[src/rtl/mem_access.sv]
// mem_access: MEM stage of the five-stage core.
// Runs loads/stores against the data RAM over a req/ack handshake, selects
// byte lanes, extends loaded data, flags misaligned accesses and ack
// timeouts, and registers the write-back bundle for MEM/WB.
module mem_access #(
   parameter int unsigned TIMEOUT = 255
) (
   input  logic        clk,
   input  logic        rst,
   input  logic        in_valid,
   input  logic [31:0] in_result,
   input  logic [31:0] in_store_data,
   input  logic        in_mem_read,
   input  logic        in_mem_write,
   input  logic [1:0]  in_size,
   input  logic        in_sign_ext,
   input  logic        in_reg_we,
   input  logic [4:0]  in_reg_addr,
   output logic        stall_req,
   output logic        ram_req,
   output logic        ram_we,
   output logic [31:0] ram_addr,
   output logic [3:0]  ram_sel,
   output logic [31:0] ram_wdata,
   input  logic        ram_ack,
   input  logic [31:0] ram_rdata,
   output logic        wb_valid,
   output logic        wb_reg_we,
   output logic [4:0]  wb_reg_addr,
   output logic [31:0] wb_data,
   output logic        wb_addr_error,
   output logic        wb_bus_error,
   output logic [31:0] wb_bad_addr
);

   localparam int unsigned CNT_W = 32;

   localparam logic [1:0] S_IDLE = 2'b00;
   localparam logic [1:0] S_BUSY = 2'b01;
   localparam logic [1:0] S_DONE = 2'b10;

   logic [1:0]       state_q, state_d;
   logic [CNT_W-1:0] cnt_q, cnt_d;
   logic             ram_req_q, ram_req_d;
   logic             ram_we_q, ram_we_d;
   logic [31:0]      ram_addr_q, ram_addr_d;
   logic [3:0]       ram_sel_q, ram_sel_d;
   logic [31:0]      ram_wdata_q, ram_wdata_d;
   logic             wb_valid_q, wb_valid_d;
   logic             wb_reg_we_q, wb_reg_we_d;
   logic [4:0]       wb_reg_addr_q, wb_reg_addr_d;
   logic [31:0]      wb_data_q, wb_data_d;
   logic             wb_addr_error_q, wb_addr_error_d;
   logic             wb_bus_error_q, wb_bus_error_d;
   logic [31:0]      wb_bad_addr_q, wb_bad_addr_d;

   logic             mem_op_c;
   logic             misaligned_c;
   logic             timeout_hit_c;
   logic [3:0]       sel_c;
   logic [31:0]      wdata_c;
   logic [7:0]       byte_c;
   logic [15:0]      half_c;
   logic [31:0]      load_c;

   // Decode the access: lane enables, replicated store data, alignment
   always_comb begin
      mem_op_c     = in_valid & (in_mem_read | in_mem_write);
      misaligned_c = 1'b0;
      sel_c        = 4'b1111;
      wdata_c      = in_store_data;
      case (in_size)
         2'b00: begin
            sel_c   = 4'b0001 << in_result[1:0];
            wdata_c = {4{in_store_data[7:0]}};
         end
         2'b01: begin
            misaligned_c = in_result[0];
            sel_c        = in_result[1] ? 4'b1100 : 4'b0011;
            wdata_c      = {2{in_store_data[15:0]}};
         end
         default: begin
            misaligned_c = (in_result[1:0] != 2'b00);
         end
      endcase
   end

   // Extract the addressed lane from read data and extend it
   always_comb begin
      byte_c = 8'(ram_rdata >> {in_result[1:0], 3'b000});
      half_c = in_result[1] ? ram_rdata[31:16] : ram_rdata[15:0];
      case (in_size)
         2'b00:   load_c = {{24{in_sign_ext & byte_c[7]}}, byte_c};
         2'b01:   load_c = {{16{in_sign_ext & half_c[15]}}, half_c};
         default: load_c = ram_rdata;
      endcase
   end

   // Timeout fires on the BUSY cycle whose count would reach TIMEOUT
   always_comb begin
      timeout_hit_c = (TIMEOUT != 0) && ((cnt_q + CNT_W'(1)) == CNT_W'(TIMEOUT));
   end

   // Next-state and output logic
   always_comb begin
      state_d         = state_q;
      cnt_d           = cnt_q;
      ram_req_d       = ram_req_q;
      ram_we_d        = ram_we_q;
      ram_addr_d      = ram_addr_q;
      ram_sel_d       = ram_sel_q;
      ram_wdata_d     = ram_wdata_q;
      wb_valid_d      = 1'b0;
      wb_reg_we_d     = 1'b0;
      wb_reg_addr_d   = wb_reg_addr_q;
      wb_data_d       = wb_data_q;
      wb_addr_error_d = 1'b0;
      wb_bus_error_d  = 1'b0;
      wb_bad_addr_d   = wb_bad_addr_q;
      stall_req       = 1'b0;

      case (state_q)
         S_IDLE: begin
            cnt_d = '0;
            if (in_valid && !mem_op_c) begin
               wb_valid_d    = 1'b1;
               wb_data_d     = in_result;
               wb_reg_we_d   = in_reg_we;
               wb_reg_addr_d = in_reg_addr;
            end else if (mem_op_c && misaligned_c) begin
               wb_valid_d      = 1'b1;
               wb_reg_addr_d   = in_reg_addr;
               wb_addr_error_d = 1'b1;
               wb_bad_addr_d   = in_result;
            end else if (mem_op_c) begin
               stall_req   = 1'b1;
               ram_req_d   = 1'b1;
               ram_we_d    = in_mem_write;
               ram_addr_d  = {in_result[31:2], 2'b00};
               ram_sel_d   = sel_c;
               ram_wdata_d = wdata_c;
               state_d     = S_BUSY;
            end
         end
         S_BUSY: begin
            stall_req = 1'b1;
            if (ram_ack) begin
               ram_req_d     = 1'b0;
               ram_we_d      = 1'b0;
               state_d       = S_DONE;
               wb_valid_d    = 1'b1;
               wb_reg_addr_d = in_reg_addr;
               if (in_mem_read) begin
                  wb_data_d   = load_c;
                  wb_reg_we_d = in_reg_we;
               end
            end else if (timeout_hit_c) begin
               ram_req_d      = 1'b0;
               ram_we_d       = 1'b0;
               state_d        = S_DONE;
               wb_valid_d     = 1'b1;
               wb_reg_addr_d  = in_reg_addr;
               wb_bus_error_d = 1'b1;
               wb_bad_addr_d  = in_result;
            end else begin
               cnt_d = cnt_q + CNT_W'(1);
            end
         end
         S_DONE: begin
            state_d = S_IDLE;
         end
         default: begin
            state_d = S_IDLE;
         end
      endcase
   end

   // State and output registers, synchronous active-low reset
   always_ff @(posedge clk) begin
      if (!rst) begin
         state_q         <= S_IDLE;
         cnt_q           <= '0;
         ram_req_q       <= 1'b0;
         ram_we_q        <= 1'b0;
         ram_addr_q      <= '0;
         ram_sel_q       <= '0;
         ram_wdata_q     <= '0;
         wb_valid_q      <= 1'b0;
         wb_reg_we_q     <= 1'b0;
         wb_reg_addr_q   <= '0;
         wb_data_q       <= '0;
         wb_addr_error_q <= 1'b0;
         wb_bus_error_q  <= 1'b0;
         wb_bad_addr_q   <= '0;
      end else begin
         state_q         <= state_d;
         cnt_q           <= cnt_d;
         ram_req_q       <= ram_req_d;
         ram_we_q        <= ram_we_d;
         ram_addr_q      <= ram_addr_d;
         ram_sel_q       <= ram_sel_d;
         ram_wdata_q     <= ram_wdata_d;
         wb_valid_q      <= wb_valid_d;
         wb_reg_we_q     <= wb_reg_we_d;
         wb_reg_addr_q   <= wb_reg_addr_d;
         wb_data_q       <= wb_data_d;
         wb_addr_error_q <= wb_addr_error_d;
         wb_bus_error_q  <= wb_bus_error_d;
         wb_bad_addr_q   <= wb_bad_addr_d;
      end
   end

   assign ram_req       = ram_req_q;
   assign ram_we        = ram_we_q;
   assign ram_addr      = ram_addr_q;
   assign ram_sel       = ram_sel_q;
   assign ram_wdata     = ram_wdata_q;
   assign wb_valid      = wb_valid_q;
   assign wb_reg_we     = wb_reg_we_q;
   assign wb_reg_addr   = wb_reg_addr_q;
   assign wb_data       = wb_data_q;
   assign wb_addr_error = wb_addr_error_q;
   assign wb_bus_error  = wb_bus_error_q;
   assign wb_bad_addr   = wb_bad_addr_q;

endmodule

[config.mk]
export PLATFORM = sky130hd
export DESIGN_NAME = mem_access
export DESIGN_NICKNAME = d
export VERILOG_FILES = /design/src/rtl/mem_access.sv
export SDC_FILE = /design/constraint.sdc
export NUM_CORES = 1
export LEC_CHECK = 0
export BUFFER_PORTS_ARGS = -buffer_cell sky130_fd_sc_hd__buf_2
export CORE_MARGIN = 5
export CORE_UTILIZATION = 40
export CTS_BUF_LIST = sky130_fd_sc_hd__clkbuf_16
export DETAILED_ROUTE_END_ITERATION = 10
export PLACE_DENSITY_LB_ADDON = 0.05
export SLEW_MARGIN = 20
export SYNTH_ARGS = -nofsm -noshare
export SYNTH_HDL_FRONTEND = slang
export SYNTH_SLANG_ARGS = --single-unit
[constraint.sdc]
create_clock -name clk -period 5.6 [get_ports clk]
set_clock_uncertainty 0.15 [all_clocks]
set_input_delay 0.84 -clock clk [delete_from_list [all_inputs] [get_ports clk]]
set_output_delay 0.84 -clock clk [all_outputs]
set_load 0.05 [all_outputs]
## Word-level counts from Yosys, hierarchy flattened

Cells that the tools add are included.

- Word-level logic and storage cells: 109
- Bits in registers: 175

- Shift operators: 2
- Mux-type cells: 52
- $add $sub $neg: 1
- Equality and inequality tests: 15
- Reduce and logical (&&, ||, !) cells: 16
- Bitwise operators: 9

Operators by type and width:

| operator | count |
|---|---|
| $pmux W32 S2 | 5 |
| $mux W32 | 9 |
| $add A32 B1 Y32 const B | 1 |
| $eq A32 B8 Y1 const B | 1 |
| $shr A32 B5 Y8 | 1 |
| $mux W5 | 4 |
| $ne A2 B2 Y1 const B | 10 |
| $mux W1 | 18 |
| $mux W16 | 1 |
| $pmux W1 S2 | 6 |
| $reduce_and A4 Y1 | 3 |
| $mux W2 | 5 |
| $pmux W5 S2 | 1 |
| $reduce_and A5 Y1 | 2 |
| $pmux W4 S2 | 1 |
| $ne A3 B3 Y1 const B | 2 |
| $reduce_and A3 Y1 | 2 |
| $reduce_or A3 Y1 | 2 |
| $not A1 Y1 | 5 |
| $eq A2 B1 Y1 const B | 2 |
| $logic_not A2 Y1 | 2 |
| $mux W4 | 1 |
| $pmux W2 S2 | 1 |
| $reduce_bool A2 Y1 | 2 |
| other kinds (5) | 8 |

## Logic depth before layout (Yosys ltp)

Gate-level depths: netlist of the first run.

- Depth in word-level cells: 6
- Mapped depth: 12
- Mapped depth without buffers: 9

## Least setup slack after synthesis of the first run

Ideal clock, no wire load.

- Path kind: reg-to-reg
- Start point: register cnt_q[15]
- End point: register wb_bad_addr_q[10], in the netlist wb_bad_addr[10]
- Clock period less this slack: 3.224 ns
- Data arrival time: 3.003 ns
- Path slack: 2.376 ns
- Required time: 5.378 ns
- Cell stages (with the launch flop): 12
- Setup time: 0.072 ns
- Cell sequence: dfxtp_1 > buf_2 > nand4_1 > or4_1 > buf_2 > nor4_1 > mux2_2 > nor4_2 > nand2_2 > a211oi_4 > buf_6 > mux2i_1

- Cells in the longest elaborated chain, start to end: 4

RTL lines:

| what | RTL line | RTL |
|---|---|---|
| start: declaration | 43 | `logic [CNT_W-1:0] cnt_q, cnt_d;` |
| start signal: assignment | 197 | `cnt_q <= cnt_d;` |
| $add A32 B1 Y32 | 101 | `timeout_hit_c = (TIMEOUT != 0) && ((cnt_q + CNT_W'(1)) == CNT_W'(TIMEOUT));` |
| $eq A32 B8 Y1 | 101 |  |
| $ne A2 B2 Y1 (no source line) | n/a |  |
| $reduce_and A5 Y1 (no source line) | n/a |  |
| end signal: assignment | 209 | `wb_bad_addr_q <= wb_bad_addr_d;` |
| end: declaration | 55 | `logic [31:0] wb_bad_addr_q, wb_bad_addr_d;` |

No other way between the ends.
A chain may end at the register's enable or synchronous reset.

## Worst setup path in the final report of the first run

- Start point: register cnt_q[1]
- End point: register wb_bad_addr_q[2], in the netlist wb_bad_addr[2]

Same word-level chain as after synthesis.

==> flow_metrics.py, run 1 <==
metrics = {
    "outcome": {
        "result_of_the_run": "finished, final reports clean",
    },
    "place": {
        "hpwl_mm": 20.9,
        "placed_area_mm2": 0.00997,
        "numPortBuffers": 252,
        "globalplace.congestion": 0.830,
        "dpl.cell_count": 1573,
        "detailedPlace.worstSlack_ns": 1.36,
    },
    "routing": {
        "via_count": 8702,
        "vias_per_cell": 5.41,
        "drtIter0Drc": 635,
        "postRouteAntennaNets": 0,
        "dr.pass1.iters": 5,
        "routed_wl_mm": 29.0,
        "post_drt_wl_per_cell_um": 18.0,
        "detail_route.drc_violations": 0,
    },
    "logic_synthesis": {
        "yosys.area_share.xor_xnor": 0.00910,
        "ys_ff_latch": 175,
        "synth_cells": 1131,
        "main_combinational_cell_family_by_area_after_synthesis": "simple AND/OR/NAND/NOR gates",
        "ys_seq_area_frac": 0.405,
        "synth_cell_type_count": 59,
        "synthMostInstantiatedCell": "sky130_fd_sc_hd__nand2_1",
        "post_synthesis_async_set_or_reset_flop_share": 0,
        "synth_enable_flop_cells": 0,
        "synth_adder_area_share": 0.00289,
        "syn_area_per_cell_um2": 7.66,
        "yosysWarningCount": 0,
        "syn_area_mm2": 0.00866,
        "synth.mux.area_fraction": 0.0698,
        "synth-compound-area-share": 0.192,
        "post_synth_most_frequent_cells": "sky130_fd_sc_hd__nand2_1, sky130_fd_sc_hd__dfxtp_1, sky130_fd_sc_hd__a21oi_1, sky130_fd_sc_hd__nor2_1, sky130_fd_sc_hd__clkbuf_1",
        "ys_dominant_reg_cell": "sky130_fd_sc_hd__dfxtp_1",
        "synth_largest_type_area_fraction": 0.405,
        "netlist.top_cell.by_area": "sky130_fd_sc_hd__dfxtp_1",
        "synth_simple_gate_area_frac": 0.257,
        "cell_types_with_the_largest_area_share_after_synthesis": "sky130_fd_sc_hd__dfxtp_1, sky130_fd_sc_hd__nand2_1, sky130_fd_sc_hd__mux2i_1, sky130_fd_sc_hd__a21oi_1, sky130_fd_sc_hd__nor2_1",
    },
    "power": {
        "relative_contribution_of_combinational_cells_to_total_power": 0.186,
        "power.switching_fraction": 0.333,
        "total_power_mw": 3.23,
        "power_per_cell_area_mw_per_mm2": 304,
        "power_frac_clock": 0.400,
        "switch_pwr_mw": 1.08,
        "seq_power_share": 0.414,
        "internal_power_mw": 2.16,
        "power.ir.vdd_worst_mv": 0.218,
        "power_leakage_nw": 4.30,
    },
    "final_layout": {
        "final_cell_area_mm2": 0.0106,
        "p_r_area_growth_vs_syn_pct": 22.7,
        "fin_nets": 1430,
        "post_route_cells_drive_above_1_share": 0.236,
        "nFillCells": 2109,
        "finish.cell_count_without_fillers": 1609,
        "post-route-util": 0.502,
    },
    "setup_path": {
        "worst_endpoint_data_arrival_time_ns": 4.45,
        "ff2ff_setup_slack_ns": 1.36,
        "critPathLaunchType": "register",
        "end_kind": "register",
        "crit_required_ns": 5.81,
        "cp_max_fo": 32,
        "classification_of_the_worst_setup_path": "register to register",
    },
    "sta": {
        "hold_viol_final": 0,
        "finalWorstSetupSlack_ns": 1.36,
        "hold_slack_ns": 0.302,
        "final.setup.tns_ns": 0,
        "slew_violations": 0,
        "post-route-period-util": 0.757,
        "achievable_freq_mhz": 236,
        "setup_repair_after_global_routing_missed_its_margin": "false",
        "measured_slew_at_the_worst_slew_check_pin_ns": 1.06,
        "slew_headroom": 0.293,
        "timing.final.setup_violations": 0,
        "post-route-min-period_ns": 4.24,
    },
    "floorplan": {
        "die_w_um": 157,
        "initial_core_util": 0.409,
        "placement_rows": 53,
        "die_outline_height_um": 157,
        "floorplan.core_area_mm2": 0.0212,
        "die_area_mm2": 0.0247,
        "num_io_pins": 255,
    },
    "min_path": {
        "worstHoldPathType": "register to register",
    },
    "clocking": {
        "clock_tree.root_cell": "sky130_fd_sc_hd__clkbuf_16",
        "cts.path.max_buffers": 2,
        "cts_inserted_buffers": 17,
        "clkLatencyLatePin_ns": 0.43,
        "maximum_level_of_the_cts_h_tree": 4,
        "tritoncts": "yes",
        "clk_pin_slew_ns": 0.08,
        "cts_resized": 0,
        "number_of_sinks_on_the_clock_net": 175,
        "post_cts_hold_buffer_count": 0,
        "postCtsSetupRepairBufs": 0,
    },
    "global_route": {
        "grt_antenna_before_repair": 6,
        "grt_overflow_total": 0,
        "grt_busiest_layer": "met2",
        "grt_util_met1": 0.320,
        "grt_max_degree": 67,
        "groute.layer.met2.usage": 0.339,
        "global_route.usage.total": 0.225,
        "gr-usage-met3": 0.0572,
        "grt_pass1_vias": 7982,
        "wire_length_of_the_first_global_routing_pass_mm": 44.6,
    },
    "job": {
        "max_cap_viol_count": 0,
    },
}
state kept, by name (all words and copies together) (netlist names):
register,cells
wb_bad_addr,32
wb_data,32
ram_req,1
wb_reg_addr,5
ram_addr,30
wb_valid,1
state_q,2
ram_we,1
cnt_q,32
ram_wdata,32
wb_addr_error,1
wb_reg_we,1
wb_bus_error,1
ram_sel,4
cell families (layout without fill, tap and decap cells):
logic type	after synthesis	in the layout
and+or+nand+nor	485	485
AOI/OAI and AO/OA	264	264
DFF	175	175
buffers and inverters	135	333
muxes	60	60
xor gates and xnor gates	9	9
adders and majority gates	2	2
other	1	6
worst paths after layout:
kind                    start             end  cells past startpoint
hold / removal    wb_data[26]     wb_data[26]                      2
hold reg to reg   wb_data[26]     wb_data[26]                      2
setup / recovery     cnt_q[1]  wb_bad_addr[2]                     10
setup reg to reg     cnt_q[1]  wb_bad_addr[2]                     10
layout by cell type, fill, tap and decap left out, types with 11 or more instances in the layout:
cell type and count:
sky130_fd_sc_hd__inv_1 38, sky130_fd_sc_hd__and2_1 19, sky130_fd_sc_hd__clkbuf_16 17, sky130_fd_sc_hd__nor3_1 26
sky130_fd_sc_hd__nand3_1 43, sky130_fd_sc_hd__o211ai_1 17, sky130_fd_sc_hd__or3_1 16, sky130_fd_sc_hd__buf_2 252
sky130_fd_sc_hd__nand2_1 240, sky130_fd_sc_hd__a211oi_1 24, sky130_fd_sc_hd__nand4_1 14, sky130_fd_sc_hd__a21oi_1 93
sky130_fd_sc_hd__o21ai_1 12, sky130_fd_sc_hd__a31oi_1 11, sky130_fd_sc_hd__o21ai_0 43, sky130_fd_sc_hd__dfxtp_1 175
sky130_fd_sc_hd__o221ai_1 16, sky130_fd_sc_hd__mux2i_1 57, sky130_fd_sc_hd__nor2_1 75
cell type report:
| cell class | instances | area (µm²) | share of cell area |
|---|---|---|---|
| antenna | 4 | 10.0 | 0.000942 |
| clock buffer | 17 | 425 | 0.0400 |
| clock inverter | 15 | 220 | 0.0207 |
| inverter | 40 | 151 | 0.0143 |
| multi-input combinational | 822 | 4640 | 0.437 |
| sequential | 175 | 3500 | 0.330 |
| tap | 275 | 344 | 0.0324 |
| timing repair buffer | 261 | 1330 | 0.125 |
metal layers:
| metal | share of wire | up-vias |
|---|---|---|
| met2 | 0.45 | 300 |
| met4 | 0.017 | 4 |
| met5 | 0.00072 | - |
| met3 | 0.079 | 35 |
| met1 | 0.46 | 4028 |
| li1 | - | 4335 |
critical path, cell delays in order (launching register included):
cell and delay (ns):
sky130_fd_sc_hd__dfxtp_1 0.43, sky130_fd_sc_hd__ha_1 0.23, sky130_fd_sc_hd__and3_1 0.37, sky130_fd_sc_hd__nand4_1 0.53, sky130_fd_sc_hd__nor4_1 0.50, sky130_fd_sc_hd__mux2_2 0.39, sky130_fd_sc_hd__nor4_2 0.38, sky130_fd_sc_hd__nand2_2 0.14
sky130_fd_sc_hd__a211oi_4 0.24, sky130_fd_sc_hd__buf_4 0.50, sky130_fd_sc_hd__mux2i_1 0.26
power by group through the flow:
stage               registers [mW]  logic [mW]  clock network (mW)
finish                        1.34       0.601                1.29
global route                  1.35       0.645                1.37
CTS                           1.34       0.606                1.31
detailed placement            1.37       0.605                   0
global placement              1.37       0.602                   0
floorplan                     1.57       0.221                   0
No activity file was read; power rests on OpenSTA's default activity.
==> run 2, diff against run 1 <==
==> constraint.sdc (replaced) <==
create_clock -name clk -period 4.14 [get_ports clk]
set_clock_uncertainty 0.15 [all_clocks]
set_input_delay 0.621 -clock clk [delete_from_list [all_inputs] [get_ports clk]]
set_output_delay 0.621 -clock clk [all_outputs]
set_load 0.05 [all_outputs]
==> run 2 against run 1 <==
Compared with the run above: critical path depth decreased by 1; sequential power increased by 35%; cell count increased by 0.31%; design area increased by 0.49%; fmax increased by 14%; power increased by 34%; flip-flop and latch count unchanged; setup slack got worse by 0.92 ns; largest cell class unchanged; via count decreased by 0.32%; clock power increased by 32%; critical endpoint unchanged; global-route usage increased by 0.11 points.
==> flow_metrics.py, run 2 (synthesis results as in run 1) <==
metrics = {
    "place": {
        "detailedPlace.worstSlack_ns": 0.491,
        "globalplace.congestion": 0.878,
        "numPortBuffers": 252,
        "hpwl_mm": 21.2,
        "placed_area_mm2": 0.0100,
        "dpl.cell_count": 1579,
    },
    "clocking": {
        "number_of_sinks_on_the_clock_net": 175,
        "tritoncts": "yes",
        "post_cts_hold_buffer_count": 0,
        "postCtsSetupRepairBufs": 0,
        "maximum_level_of_the_cts_h_tree": 4,
        "clock_tree.root_cell": "sky130_fd_sc_hd__clkbuf_16",
        "clkLatencyLatePin_ns": 0.43,
        "cts_inserted_buffers": 17,
        "cts_resized": 0,
        "cts.path.max_buffers": 2,
        "clk_pin_slew_ns": 0.07,
    },
    "setup_path": {
        "worstPathCellList": "nand4_1, or4_1, nor4_1, mux2_2, nor4_2, nand2_2, a211oi_4, buf_12, mux2i_1",
        "critical_path.slowest_cell": "sky130_fd_sc_hd__or4_1",
        "end_kind": "register",
        "crit_required_ns": 4.35,
        "reg2reg_from": "cnt_q[15]",
        "critical_path.max_stage_delay_ns": 0.58,
        "worst_endpoint_data_arrival_time_ns": 3.91,
        "critPathLaunchType": "register",
        "crit_start": "cnt_q[15]",
        "cp_max_fo": 32,
        "classification_of_the_worst_setup_path": "register to register",
    },
    "final_layout": {
        "nFillCells": 2152,
        "final-seq-area_mm2": 0.00350,
        "finish.cell_count_without_fillers": 1614,
        "final_cell_area_mm2": 0.0107,
        "mostFrequentLayoutCells": "sky130_fd_sc_hd__buf_2, sky130_fd_sc_hd__nand2_1, sky130_fd_sc_hd__dfxtp_1",
        "fin_nets": 1436,
        "post_route_cells_drive_above_1_share": 0.239,
        "layout_commonest_cell": "sky130_fd_sc_hd__buf_2",
        "multiInputGateArea_mm2": 0.00464,
        "p_r_area_growth_vs_syn_pct": 23.3,
    },
    "global_route": {
        "gr-usage-met3": 0.0698,
        "grt_pass1_vias": 8023,
        "wire_length_of_the_first_global_routing_pass_mm": 44.6,
        "grt_antenna_before_repair": 3,
        "grt_util_met1": 0.320,
        "groute.layer.met2.usage": 0.331,
        "grt_max_degree": 65,
        "global_route.usage.total": 0.227,
        "grt_overflow_total": 0,
        "grt_busiest_layer": "met2",
    },
    "floorplan": {
        "floorplan.core_area_mm2": 0.0212,
        "num_io_pins": 255,
        "placement_rows": 53,
        "initial_core_util": 0.409,
        "die_w_um": 157,
        "die_outline_height_um": 157,
        "die_area_mm2": 0.0247,
    },
    "sta": {
        "post-route-period-util": 0.894,
        "post-route-min-period_ns": 3.70,
        "hold_viol_final": 0,
        "final.setup.tns_ns": 0,
        "slew_violations": 0,
        "achievable_freq_mhz": 270,
        "setup_repair_after_global_routing_missed_its_margin": "false",
        "slew_headroom": 0.299,
        "finalWorstSetupSlack_ns": 0.439,
        "timing.final.setup_violations": 0,
        "measured_slew_at_the_worst_slew_check_pin_ns": 1.05,
    },
    "routing": {
        "via_count": 8674,
        "detail_route.drc_violations": 0,
        "drtIter0Drc": 575,
        "vias_per_cell": 5.37,
        "dr.pass1.iters": 6,
        "post_drt_wl_per_cell_um": 18.0,
        "routed_wl_mm": 29.1,
        "postRouteAntennaNets": 0,
    },
    "min_path": {
        "hold_path_startpoint": "in_reg_we",
        "worstHoldPathType": "input pin to register",
    },
    "power": {
        "power_leakage_nw": 4.33,
        "power.ir.vdd_worst_mv": 0.272,
        "power_per_cell_area_mw_per_mm2": 406,
    },
    "outcome": {
        "result_of_the_run": "finished, final reports clean",
    },
    "job": {
        "max_cap_viol_count": 0,
    },
}
==> run 2: cell types whose count changed in the layout (fill, tap and decap cells not counted), moves of 2 or more <==
cell                     delta
sky130_fd_sc_hd__buf_4      +4
sky130_fd_sc_hd__buf_12     +2
sky130_fd_sc_hd__inv_8      +3
sky130_fd_sc_hd__inv_6      -3
==> run 2: routing by layer <==
layer / up-vias / wire length, µm
li1: 4342 / -
met3: 46 / 2610
met5: - / 21
met2: 345 / 12200
met4: 4 / 777
met1: 3937 / 13500
==> run 2: report_power, final <==
group / switching [mW] / internal, mW
registers: 0.0454 / 1.77
logic: 0.600 / 0.220
clock network: 0.819 / 0.885
==> run 2: through the flow <==
step                hold slack (ns)  power (mW)  utilization
floorplan                     0.302        2.42            -
global placement              0.288        2.67        0.474
detailed placement            0.293        2.67        0.474
CTS                           0.265        4.38        0.504
global route                  0.281        4.53        0.504
finish                        0.279        4.33        0.505
==> run 2: path summary, 6_finish.rpt <==
path                                  endpoint  slack (ns)  depth (start not counted)
worst max-delay path            wb_bad_addr[2]        0.44                          9
worst min-delay path                 wb_reg_we        0.28                          3
worst max register to register  wb_bad_addr[2]        0.44                          9
worst min register to register    ram_addr[18]        0.30                          2
==> run 2: worst max-delay path: cells and delay by family, from the launching register on <==
family / cells / cell delay, ns
flops: 1 / 0.51
mux: 2 / 0.62
simple gates: 5 / 1.72
compound gates: 1 / 0.29
buf+inv: 1 / 0.28
==> run 2: area by class of cell <==
class / count / share of cell area
sequential: 175 / 0.328
inverter: 40 / 0.0142
clock buffer: 17 / 0.0399
timing repair buffer: 267 / 0.131
multi-input combinational: 822 / 0.434
tap: 275 / 0.0322
antenna: 3 / 0.000703
clock inverter: 15 / 0.0196
